**src/rtl/nexys_starship_pkg.sv**
```systemverilog
// -----------------------------------------------------------------------------
// nexys_starship_pkg
// Shared definitions for the Nexys Starship hazard scheduler:
//   - one-hot FSM state encodings
//   - LFSR feedback mask and default seed
//   - small combinational helpers (LFSR step, gap computation, free-channel
//     scan, saturating increment)
// -----------------------------------------------------------------------------
package nexys_starship_pkg;

  typedef logic [3:0] hz_state_t;

  localparam hz_state_t ST_IDLE = 4'b0001;
  localparam hz_state_t ST_WAIT = 4'b0010;
  localparam hz_state_t ST_FIRE = 4'b0100;
  localparam hz_state_t ST_HOLD = 4'b1000;

  localparam logic [15:0] LFSR_MASK    = 16'hB400;
  localparam logic [15:0] DEFAULT_SEED = 16'hACE1;

  // Result of the free-channel scan. Sized for the largest supported
  // channel count (8) so the helper is independent of NUM_CH.
  typedef struct packed {
    logic       found;
    logic [2:0] idx;
  } scan_t;

  // One step of the 16-bit Galois LFSR (right shift, feed back on bit 0).
  function automatic logic [15:0] lfsr_step(input logic [15:0] cur);
    return {1'b0, cur[15:1]} ^ (cur[0] ? LFSR_MASK : 16'h0000);
  endfunction

  // Inter-hazard gap: base scaled down by level plus 0..7 ticks of jitter,
  // computed modulo 256 and never allowed to be zero.
  function automatic logic [7:0] gap_calc(input logic [7:0] base,
                                          input logic [1:0] lvl,
                                          input logic [2:0] jitter);
    logic [7:0] g;
    g = (base >> lvl) + {5'b00000, jitter};
    return (g == 8'd0) ? 8'd1 : g;
  endfunction

  // First non-busy channel, scanning upward from start and wrapping at
  // num_ch (a power of two, so wrap is a mask).
  function automatic scan_t find_free(input logic [7:0] busy,
                                      input logic [2:0] start,
                                      input int         num_ch);
    scan_t      r;
    logic [2:0] mask;
    logic [2:0] c;
    logic       hit;
    mask    = 3'(num_ch - 1);
    r.found = 1'b0;
    r.idx   = 3'd0;
    for (int i = 0; i < 8; i++) begin
      c       = (start + 3'(i)) & mask;
      hit     = (i < num_ch) && !r.found && !busy[c];
      r.idx   = hit ? c : r.idx;
      r.found = r.found | hit;
    end
    return r;
  endfunction

  // 8-bit increment that sticks at 255.
  function automatic logic [7:0] sat_inc8(input logic [7:0] v);
    return (v == 8'hFF) ? v : (v + 8'd1);
  endfunction

endpackage

```
**src/rtl/nexys_starship_lfsr16.sv**
```systemverilog
// -----------------------------------------------------------------------------
// nexys_starship_lfsr16
// Free-running 16-bit Galois LFSR (mask 16'hB400), advancing every clock.
// Ports:
//   Clk     in   system clock
//   Reset   in   asynchronous active-high reset, loads SEED
//   lfsr_o  out  current LFSR value (registered)
// SEED must be nonzero; a nonzero state never maps to zero.
// -----------------------------------------------------------------------------
module nexys_starship_lfsr16
  import nexys_starship_pkg::*;
#(
  parameter logic [15:0] SEED = DEFAULT_SEED
) (
  input  logic        Clk,
  input  logic        Reset,
  output logic [15:0] lfsr_o
);

  logic [15:0] lfsr_q;
  logic [15:0] lfsr_d;

  // Next LFSR value.
  always_comb begin
    lfsr_d = lfsr_step(lfsr_q);
  end

  // LFSR state register.
  always_ff @(posedge Clk or posedge Reset) begin
    if (Reset) begin
      lfsr_q <= SEED;
    end else begin
      lfsr_q <= lfsr_d;
    end
  end

  assign lfsr_o = lfsr_q;

endmodule

```
**src/rtl/nexys_starship_hazard_gen.sv**
```systemverilog
// -----------------------------------------------------------------------------
// nexys_starship_hazard_gen
// Central hazard scheduler. Paces break requests on timer_tick, picks a
// channel that is neither broken nor shielded, and holds a one-hot request
// until the repair SM reports broken, the channel becomes shielded, or the
// hold window expires.
// Ports:
//   Clk            in   system clock
//   Reset          in   asynchronous active-high reset
//   play_flag      in   game running; leaves IDLE
//   gameover_ctrl  in   game over; forces IDLE (highest priority)
//   timer_tick     in   single-cycle pacing strobe
//   level          in   difficulty 0..3 (shortens the gap)
//   broken         in   per-channel broken flag from repair SMs
//   shield         in   per-channel shield active
//   ch_random      out  one-hot break request (registered)
//   random_hex     out  combo value for the requested channel (registered)
//   q_Idle..q_Hold out  one-hot state outputs
//   hazard_count   out  successful breaks this game, saturating at 255
// -----------------------------------------------------------------------------
module nexys_starship_hazard_gen
  import nexys_starship_pkg::*;
#(
  parameter int          NUM_CH      = 4,
  parameter logic [15:0] SEED        = DEFAULT_SEED,
  parameter int          BASE_GAP    = 8,
  parameter int          HOLD_CYCLES = 8
) (
  input  logic              Clk,
  input  logic              Reset,
  input  logic              play_flag,
  input  logic              gameover_ctrl,
  input  logic              timer_tick,
  input  logic [1:0]        level,
  input  logic [NUM_CH-1:0] broken,
  input  logic [NUM_CH-1:0] shield,
  output logic [NUM_CH-1:0] ch_random,
  output logic [3:0]        random_hex,
  output logic              q_Idle,
  output logic              q_Wait,
  output logic              q_Fire,
  output logic              q_Hold,
  output logic [7:0]        hazard_count
);

  localparam logic [7:0] BASE_GAP_B = 8'(BASE_GAP);
  localparam logic [7:0] HOLD_LAST  = 8'(HOLD_CYCLES - 1);
  localparam logic [2:0] CH_MASK    = 3'(NUM_CH - 1);

  // Registered state and datapath
  hz_state_t         state_q, state_d;
  logic [7:0]        gap_cnt_q, gap_cnt_d;
  logic [7:0]        hold_cnt_q, hold_cnt_d;
  logic [2:0]        sel_q, sel_d;
  logic [NUM_CH-1:0] ch_random_q, ch_random_d;
  logic [3:0]        random_hex_q, random_hex_d;
  logic [7:0]        hazard_count_q, hazard_count_d;

  // Combinational helpers
  logic [15:0]       lfsr_s;
  logic [7:0]        broken_x_s;
  logic [7:0]        shield_x_s;
  logic [7:0]        busy_s;
  logic [2:0]        start_s;
  scan_t             scan_s;
  logic [7:0]        gap_load_s;
  logic [NUM_CH-1:0] ch_onehot_s;
  logic              lfsr_unused_s;

  nexys_starship_lfsr16 #(
    .SEED (SEED)
  ) u_lfsr (
    .Clk    (Clk),
    .Reset  (Reset),
    .lfsr_o (lfsr_s)
  );

  // Only the start, jitter and combo fields of the LFSR are consumed.
  assign lfsr_unused_s = ^{lfsr_s[15:12], lfsr_s[7], lfsr_s[3]};

  // Channel scan, gap value and candidate one-hot request.
  // broken/shield are widened to 8 bits so a 3-bit channel index can
  // address them for any legal NUM_CH.
  always_comb begin
    broken_x_s                = 8'd0;
    shield_x_s                = 8'd0;
    broken_x_s[NUM_CH-1:0]    = broken;
    shield_x_s[NUM_CH-1:0]    = shield;
    busy_s                    = broken_x_s | shield_x_s;
    start_s                   = lfsr_s[2:0] & CH_MASK;
    scan_s                    = find_free(busy_s, start_s, NUM_CH);
    gap_load_s                = gap_calc(BASE_GAP_B, level, lfsr_s[6:4]);
    for (int k = 0; k < NUM_CH; k++) begin
      ch_onehot_s[k] = (scan_s.idx == 3'(k));
    end
  end

  // State and datapath registers.
  always_ff @(posedge Clk or posedge Reset) begin
    if (Reset) begin
      state_q        <= ST_IDLE;
      gap_cnt_q      <= 8'd0;
      hold_cnt_q     <= 8'd0;
      sel_q          <= 3'd0;
      ch_random_q    <= '0;
      random_hex_q   <= 4'd0;
      hazard_count_q <= 8'd0;
    end else begin
      state_q        <= state_d;
      gap_cnt_q      <= gap_cnt_d;
      hold_cnt_q     <= hold_cnt_d;
      sel_q          <= sel_d;
      ch_random_q    <= ch_random_d;
      random_hex_q   <= random_hex_d;
      hazard_count_q <= hazard_count_d;
    end
  end

  // Next-state and datapath update.
  always_comb begin
    state_d        = state_q;
    gap_cnt_d      = gap_cnt_q;
    hold_cnt_d     = hold_cnt_q;
    sel_d          = sel_q;
    ch_random_d    = ch_random_q;
    random_hex_d   = random_hex_q;
    hazard_count_d = hazard_count_q;

    case (state_q)
      ST_IDLE: begin
        ch_random_d = '0;
        // A simultaneous game-over keeps the scheduler parked.
        if (play_flag && !gameover_ctrl) begin
          state_d        = ST_WAIT;
          hazard_count_d = 8'd0;
          gap_cnt_d      = gap_load_s;
        end else begin
          state_d = ST_IDLE;
        end
      end

      ST_WAIT: begin
        if (gameover_ctrl) begin
          state_d     = ST_IDLE;
          ch_random_d = '0;
        end else if (timer_tick) begin
          if (gap_cnt_q <= 8'd1) begin
            state_d = ST_FIRE;
          end else begin
            gap_cnt_d = gap_cnt_q - 8'd1;
          end
        end else begin
          state_d = ST_WAIT;
        end
      end

      ST_FIRE: begin
        if (gameover_ctrl) begin
          state_d     = ST_IDLE;
          ch_random_d = '0;
        end else if (scan_s.found) begin
          state_d      = ST_HOLD;
          sel_d        = scan_s.idx;
          ch_random_d  = ch_onehot_s;
          random_hex_d = lfsr_s[11:8];
          hold_cnt_d   = 8'd0;
        end else begin
          // Every channel busy: retry on the very next tick.
          state_d     = ST_WAIT;
          ch_random_d = '0;
          gap_cnt_d   = 8'd1;
        end
      end

      ST_HOLD: begin
        if (gameover_ctrl) begin
          // Frozen count even if broken rises in this same cycle.
          state_d     = ST_IDLE;
          ch_random_d = '0;
        end else if (broken_x_s[sel_q]) begin
          state_d        = ST_WAIT;
          ch_random_d    = '0;
          hazard_count_d = sat_inc8(hazard_count_q);
          gap_cnt_d      = gap_load_s;
        end else if (shield_x_s[sel_q] || (hold_cnt_q == HOLD_LAST)) begin
          state_d     = ST_WAIT;
          ch_random_d = '0;
          gap_cnt_d   = gap_load_s;
        end else begin
          hold_cnt_d = hold_cnt_q + 8'd1;
        end
      end

      default: begin
        state_d     = ST_IDLE;
        ch_random_d = '0;
      end
    endcase
  end

  // Output decode from registered state.
  always_comb begin
    q_Idle       = (state_q == ST_IDLE);
    q_Wait       = (state_q == ST_WAIT);
    q_Fire       = (state_q == ST_FIRE);
    q_Hold       = (state_q == ST_HOLD);
    ch_random    = ch_random_q;
    random_hex   = random_hex_q;
    hazard_count = hazard_count_q;
  end

endmodule

```
**config.mk**
```make
export PLATFORM = sky130hd
export DESIGN_NAME = nexys_starship_hazard_gen
export DESIGN_NICKNAME = d
export VERILOG_FILES = /design/src/rtl/nexys_starship_pkg.sv /design/src/rtl/nexys_starship_lfsr16.sv /design/src/rtl/nexys_starship_hazard_gen.sv
export SDC_FILE = /design/constraint.sdc
export NUM_CORES = 1
export LEC_CHECK = 0
export BUFFER_PORTS_ARGS = -buffer_cell sky130_fd_sc_hd__buf_2
export CAP_MARGIN = 10
export CORE_MARGIN = 2
export CORE_UTILIZATION = 35
export DETAILED_ROUTE_END_ITERATION = 8
export GPL_TIMING_DRIVEN = 1
export PLACE_DENSITY_LB_ADDON = 0.15
export SETUP_SLACK_MARGIN = 0.5
export SLEW_MARGIN = 20
export SYNTH_ARGS = -nofsm -noshare
export SYNTH_HDL_FRONTEND = slang
export SYNTH_SLANG_ARGS = --single-unit
```
**constraint.sdc**
```tcl
create_clock -name Clk -period 2.3 [get_ports Clk]
set_input_delay 0.575 -clock Clk [delete_from_list [all_inputs] [get_ports Clk]]
set_output_delay 0.575 -clock Clk [all_outputs]
set_load 0.03 [all_outputs]
```
* Word-level counts from Yosys, hierarchy flattened *
Cells that the tools add are included.

cells by class
  add/sub/neg operators = 7
  multiply operators = 0
  divide/modulo/power cells = 0
  order comparisons = 6
  eq/ne operators = 25
  shift-type cells = 1
  muxes and demuxes = 56
  bitwise operators = 6
  reduce and logical (&&, ||, !) cells = 23

operator list
  cell                                                            number
  2-to-1 mux 8 bit                                                19
  2-to-1 mux 4 bit                                                14
  one-hot mux 8 bit (2 select lines)                              2
  one-hot mux 8 bit (4 select lines)                              1
  != test 2 bit, second input constant                            10
  adder 8 x 1 -> 8 bit, second input constant                     2
  < comparator 2 x 4 -> 1 bit, second input constant              4
  2-to-1 mux 16 bit                                               1
  one-hot mux 4 bit (4 select lines)                              1
  XOR 15 x 16 -> 16 bit                                           1
  one-hot mux 4 bit (3 select lines)                              1
  2-to-1 mux 2 bit                                                5
  AND reduction 9 bit                                             1
  adder 8 x 3 -> 8 bit                                            1
  binary-select mux 1 bit (select 2 bit)                          4
  == test 8 x 3 -> 1 bit, second input constant                   1
  == test 8 bit, second input constant                            1
  less-or-equal comparator 8 x 1 -> 1 bit, second input constant  1
  zero test 8 bit                                                 1
  >> shifter 4 x 2 -> 8 bit, first input constant                 1
  subtractor 8 x 1 -> 8 bit, second input constant                1
  zero test 1 bit                                                 7
  binary-select mux 1 bit (select 3 bit)                          2
  2-to-1 mux 1 bit                                                6
  other kinds (25)                                                36

storage, ports and cells
  register bits = 55
  bits in latches = 0
  bits in writable memories = 0
  ROM bits = 0
  output and inout bits = 20
  logic and storage cells = 132
  memories kept = 0

* Longest topological paths before layout *
  depth after elaboration = 16
  depth in mapped cells = 8
  depth with buffers taken out = 8

* Modules after synthesis *
Synthesis repeated with hierarchy kept, for this count alone.

unflattened totals
  cell total of the unflattened synthesis = 305
  area total of the unflattened synthesis = 2975.4 sq um

modules (own cells, without submodules)
  module                     instances  cells each  area an instance (sq um)  seq. area each (sq um)
  nexys_starship_hazard_gen  1          272         2437.3                    952.2
  nexys_starship_lfsr16      1          33          538.0                     410.4

* Least setup slack after synthesis *
No wires, ideal clock.

  kind = input to register
  from = in level[0]
  to = reg gap_cnt_q[0]
  data arrival time = 2.172 ns
  setup slack = 0.045 ns
  stages on the path = 7
  buffers on the path = 0
  path through = and2_1 ha_1 fa_1 or3_1 o21ai_0 a221oi_1 o22ai_1

between the ends
  word-level cells in the longest chain between the ends = 8
  elaborated cells on any way between the ends = 9
  classes of those cells = 1 x add/sub; 1 x shift; 6 x mux; 1 x reduce/logical

RTL lines
  element                                 RTL line                          RTL
  start: declaration                      nexys_starship_hazard_gen.sv:34   input logic [1:0] level,
  >> shifter 4 x 2 -> 8 bit (*)           nexys_starship_pkg.sv:39          g = (base >> lvl) + {5'b00000, jitter};
  adder 8 x 3 -> 8 bit (*)                nexys_starship_pkg.sv:39
  zero test 8 bit                         nexys_starship_pkg.sv:40          return (g == 8'd0) ? 8'd1 : g;
  2-to-1 mux 8 bit (*)                    nexys_starship_pkg.sv:40
  2-to-1 mux 8 bit                        nexys_starship_hazard_gen.sv:185  end else if (shield_x_s[sel_q] || (hold_cnt_q == HOLD_LAST)) begin
  2-to-1 mux 8 bit                        nexys_starship_hazard_gen.sv:180  end else if (broken_x_s[sel_q]) begin
  2-to-1 mux 8 bit                        nexys_starship_hazard_gen.sv:176  if (gameover_ctrl) begin
  one-hot mux 8 bit (4 select lines) (*)  nexys_starship_hazard_gen.sv:129  case (state_q)
  end signal: assignment                  nexys_starship_hazard_gen.sv:110  gap_cnt_q <= gap_cnt_d;
  end: declaration                        nexys_starship_hazard_gen.sv:52   logic [7:0] gap_cnt_q, gap_cnt_d;

Mark *: on every way between the ends. The rest lies on a longest branch, timed or not. The select of a mux whose other input is x is not followed.
A chain may end at the register's enable or synchronous reset.

* Final worst setup path *
  from = in level[1]
  to = reg gap_cnt_q[0]

The elaborated chain is that of the path after synthesis.

==> results.toml <==
[logic_synthesis]
ys_seq_area_share_pct = 47.8
synthCells = 269
synth_nets = 292
synthFlopType = "dfrtp_1"
syn_area_per_cell_sq_um = 10.6
synth_xor_area_share_pct = 5.22
async_flop_share_pct = 100
synth_compound_area_share_pct = 14.6
synth_edf_count = 0
yosysWarnings = 0
synth_seq_cells = 54
synth_top_family_by_area = "simple AND/OR/NAND/NOR gates"
synthAdderAreaFrac_pct = 3.77
muxShareOfSynthArea_pct = 2.81
synthSimpleGateAreaFrac_pct = 22.7
syn_area_sq_um = 2850
ys_types = 68

[sta]
setup_slack_ps = 216
holdWs_ps = 310
timing_worst_slew_pin_value_ps = 563
tns_ps = 0
fmax_mhz = 480
post-route-min-period_ps = 2080
hold_violations = 0
finalSetupViolCount = 0
slew_headroom_pct = 62.4
skew_ps = 6.63
finalCritPeriodShare_pct = 90.6
rsz0062_at_grt = "yes"
finalMaxSlewViolations = 0

[clock_tree]
cts_root_buf = "clkbuf_8"
clock_latency_ps = 310
clockBufferDepth = 2
cts-buffers-inserted = 5
cts_max_level = 2
clk_pin_slew_worst_paths_ps = 100
cts_tree = "built"
numClockSinks = 54

[floorplanning]
ios = 35
initial_core_util_pct = 36.5
rows = 32
dieArea_sq_um = 8890
core_sq_um = 7810
die_w_um = 94.3
die_h_um = 94.3

[placed_design]
dp_slack_ps = -70.5
dpl.cell_count = 419
gp_congestion = 0.806
numPortBuffers = 34
dp_hpwl_um = 4660

[run_status]
outcome = "finished, final reports clean"

[routing]
ant_nets = 0
initialDrtViolationCount = 87
finalWirelength_um = 6910
drcViolationCount = 0
drt_pass1_iterations = 4
via_per_inst = 5.14
num_vias = 2332
routedWlPerCell_um = 15.2

[finish]
diodes = 0
area_growth_pct = 37.8
multi_input_area_sq_um = 1660
final_nets = 374
fillers = 728
drive_gt1_share_pct = 42.6
instances_no_fill = 454
regArea_sq_um = 1360
fin_util_pct = 50.3

[pwr]
pwr_density_cell_nw_per_um2 = 489
peakVddDrop_uv = 195
leakagePower_nw = 1.85

[critical_path]
reg2reg_slack_ps = 280
cp.arrival_ps = 2320
worstRegToRegCells = 6
cp_max_fo = 3
endpoint_kind = "flop"
required_ps = 2540
criticalPathCategory = "input port to flop"
r2r-start = "u_lfsr.lfsr_o[4]"
cp-start-kind = "input port"
r2r-end = "gap_cnt_q[0]"

[grt]
grt_pass1_vias = 2343
grt_pass1_wl_um = 11500
gr-total-overflow = 0
grt_max_degree = 31
grt_usage_pct = 16.4
grt_antenna_before_repair = 0

[min_path]
hp-class = "input port to asynchronous set/reset pin"

[job]
cap_violations = 0
[power by group]
part           switching, mW  internal, mW
Clock                  0.323         0.216
Combinational          0.202         0.169
Sequential            0.0351         0.977
Total                  0.560          1.36
[cells by family after synthesis]
logic type,Yosys count
AO/OA/AOI/OAI,54
buffers and inverters,16
XOR/XNOR,17
multiplexers,5
flip-flops,54
AND/OR/NAND/NOR,115
adder cells (fa/ha/maj),8
[worst max path at each step]
stage	start	endpoint	slack, ps	cells past startpoint
after floorplan	level[0]	gap_cnt_q[0]	140	7
after global placement	level[0]	gap_cnt_q[0]	-7	8
after detailed placement	level[0]	gap_cnt_q[0]	-70	8
after CTS	state_q[1]	q_Wait	240	3
after global routing	level[1]	gap_cnt_q[0]	190	8
final	level[1]	gap_cnt_q[0]	220	8
[through the flow]
stage,cell area (sq um),power (mW)
6_report,3930,1.92
5_1_grt,3930,2.01
4_1_cts,3660,1.87
3_5_place_dp,3290,1.30
3_3_place_gp,3290,1.30
2_1_floorplan,2870,1.20
[synth_stat cells, types with 3 or more instances]
cell,n,area (sq um)
nor4b_4,3,71.3
dfrtp_1,45,1130
dfstp_2,9,236
and2_1,7,43.8
xor2_1,16,140
nor3_1,6,30.0
a21oi_1,9,45.0
nor2_1,29,109
a21o_1,3,22.5
o21ai_0,6,30.0
nand3_1,6,30.0
or3_1,3,18.8
a31oi_1,4,25.0
ha_1,7,87.6
inv_1,8,30.0
nor4_1,3,18.8
nand4_1,10,62.6
and3_1,4,25.0
o2bb2ai_1,4,35.0
o2111ai_1,3,26.3
nand2_1,25,93.8
[worst max-delay path, cell delays in order]
cell,delay [ps]
buf_6,90
and2_4,150
ha_4,160
fa_1,500
or3_4,420
o21ai_4,200
a221oi_2,90
o22ai_1,140
[placed cells by master, fill, tap and decap left out, types with 4 or more instances in the layout]
| master | Yosys | final |
|---|---|---|
| dfrtp_1 | 45 | 44 |
| dfstp_2 | 9 | 9 |
| nor2_1 | 29 | 28 |
| clkbuf_8 | 1 | 5 |
| nand4_1 | 10 | 10 |
| and2_1 | 7 | 6 |
| ha_1 | 7 | 6 |
| o2bb2ai_2 | 0 | 4 |
| inv_1 | 8 | 7 |
| nor3_1 | 6 | 6 |
| xor2_1 | 16 | 16 |
| a21oi_1 | 9 | 8 |
| buf_6 | 2 | 16 |
| buf_4 | 0 | 34 |
| buf_2 | 2 | 28 |
| nand2_1 | 25 | 22 |
[what timing repair did]
| action | CTS | global route |
|---|---|---|
| cloned | 1 | 0 |
| hold buffers | 0 | 0 |
| buffers inserted | 14 | 12 |
| pin swaps | 17 | 24 |
| setup endpoints to repair | 33 | 41 |
| resized for setup | 40 | 33 |
[layer usage]
metal | wire length (um) | part of all wire [%] | global-route usage, %
met2 | 3390 | 49 | 26.9
met5 | 0 | 0 | 0
met4 | 72 | 1.0 | 3.74
met1 | 3250 | 47 | 22.5
met3 | 206 | 3.0 | 3.13
[sequential cells by signal (all words and copies together) (netlist names)]
| register | cells |
|---|---|
| u_lfsr.lfsr_o | 16 |
| sel_q | 2 |
| hold_cnt_q | 8 |
| gap_cnt_q | 8 |
| hazard_count | 8 |
| random_hex | 4 |
| ch_random | 4 |
| state_q | 4 |
[layout make-up]
class / instances / area share, %
Tap cell: 102 / 3.25
Clock buffer: 6 / 1.85
Clock inverter: 2 / 0.382
Sequential cell: 54 / 34.7
Inverter: 9 / 1.08
Multi-Input combinational cell: 199 / 42.2
Timing Repair Buffer: 82 / 16.6
Power figures use the tool's default switching activity.
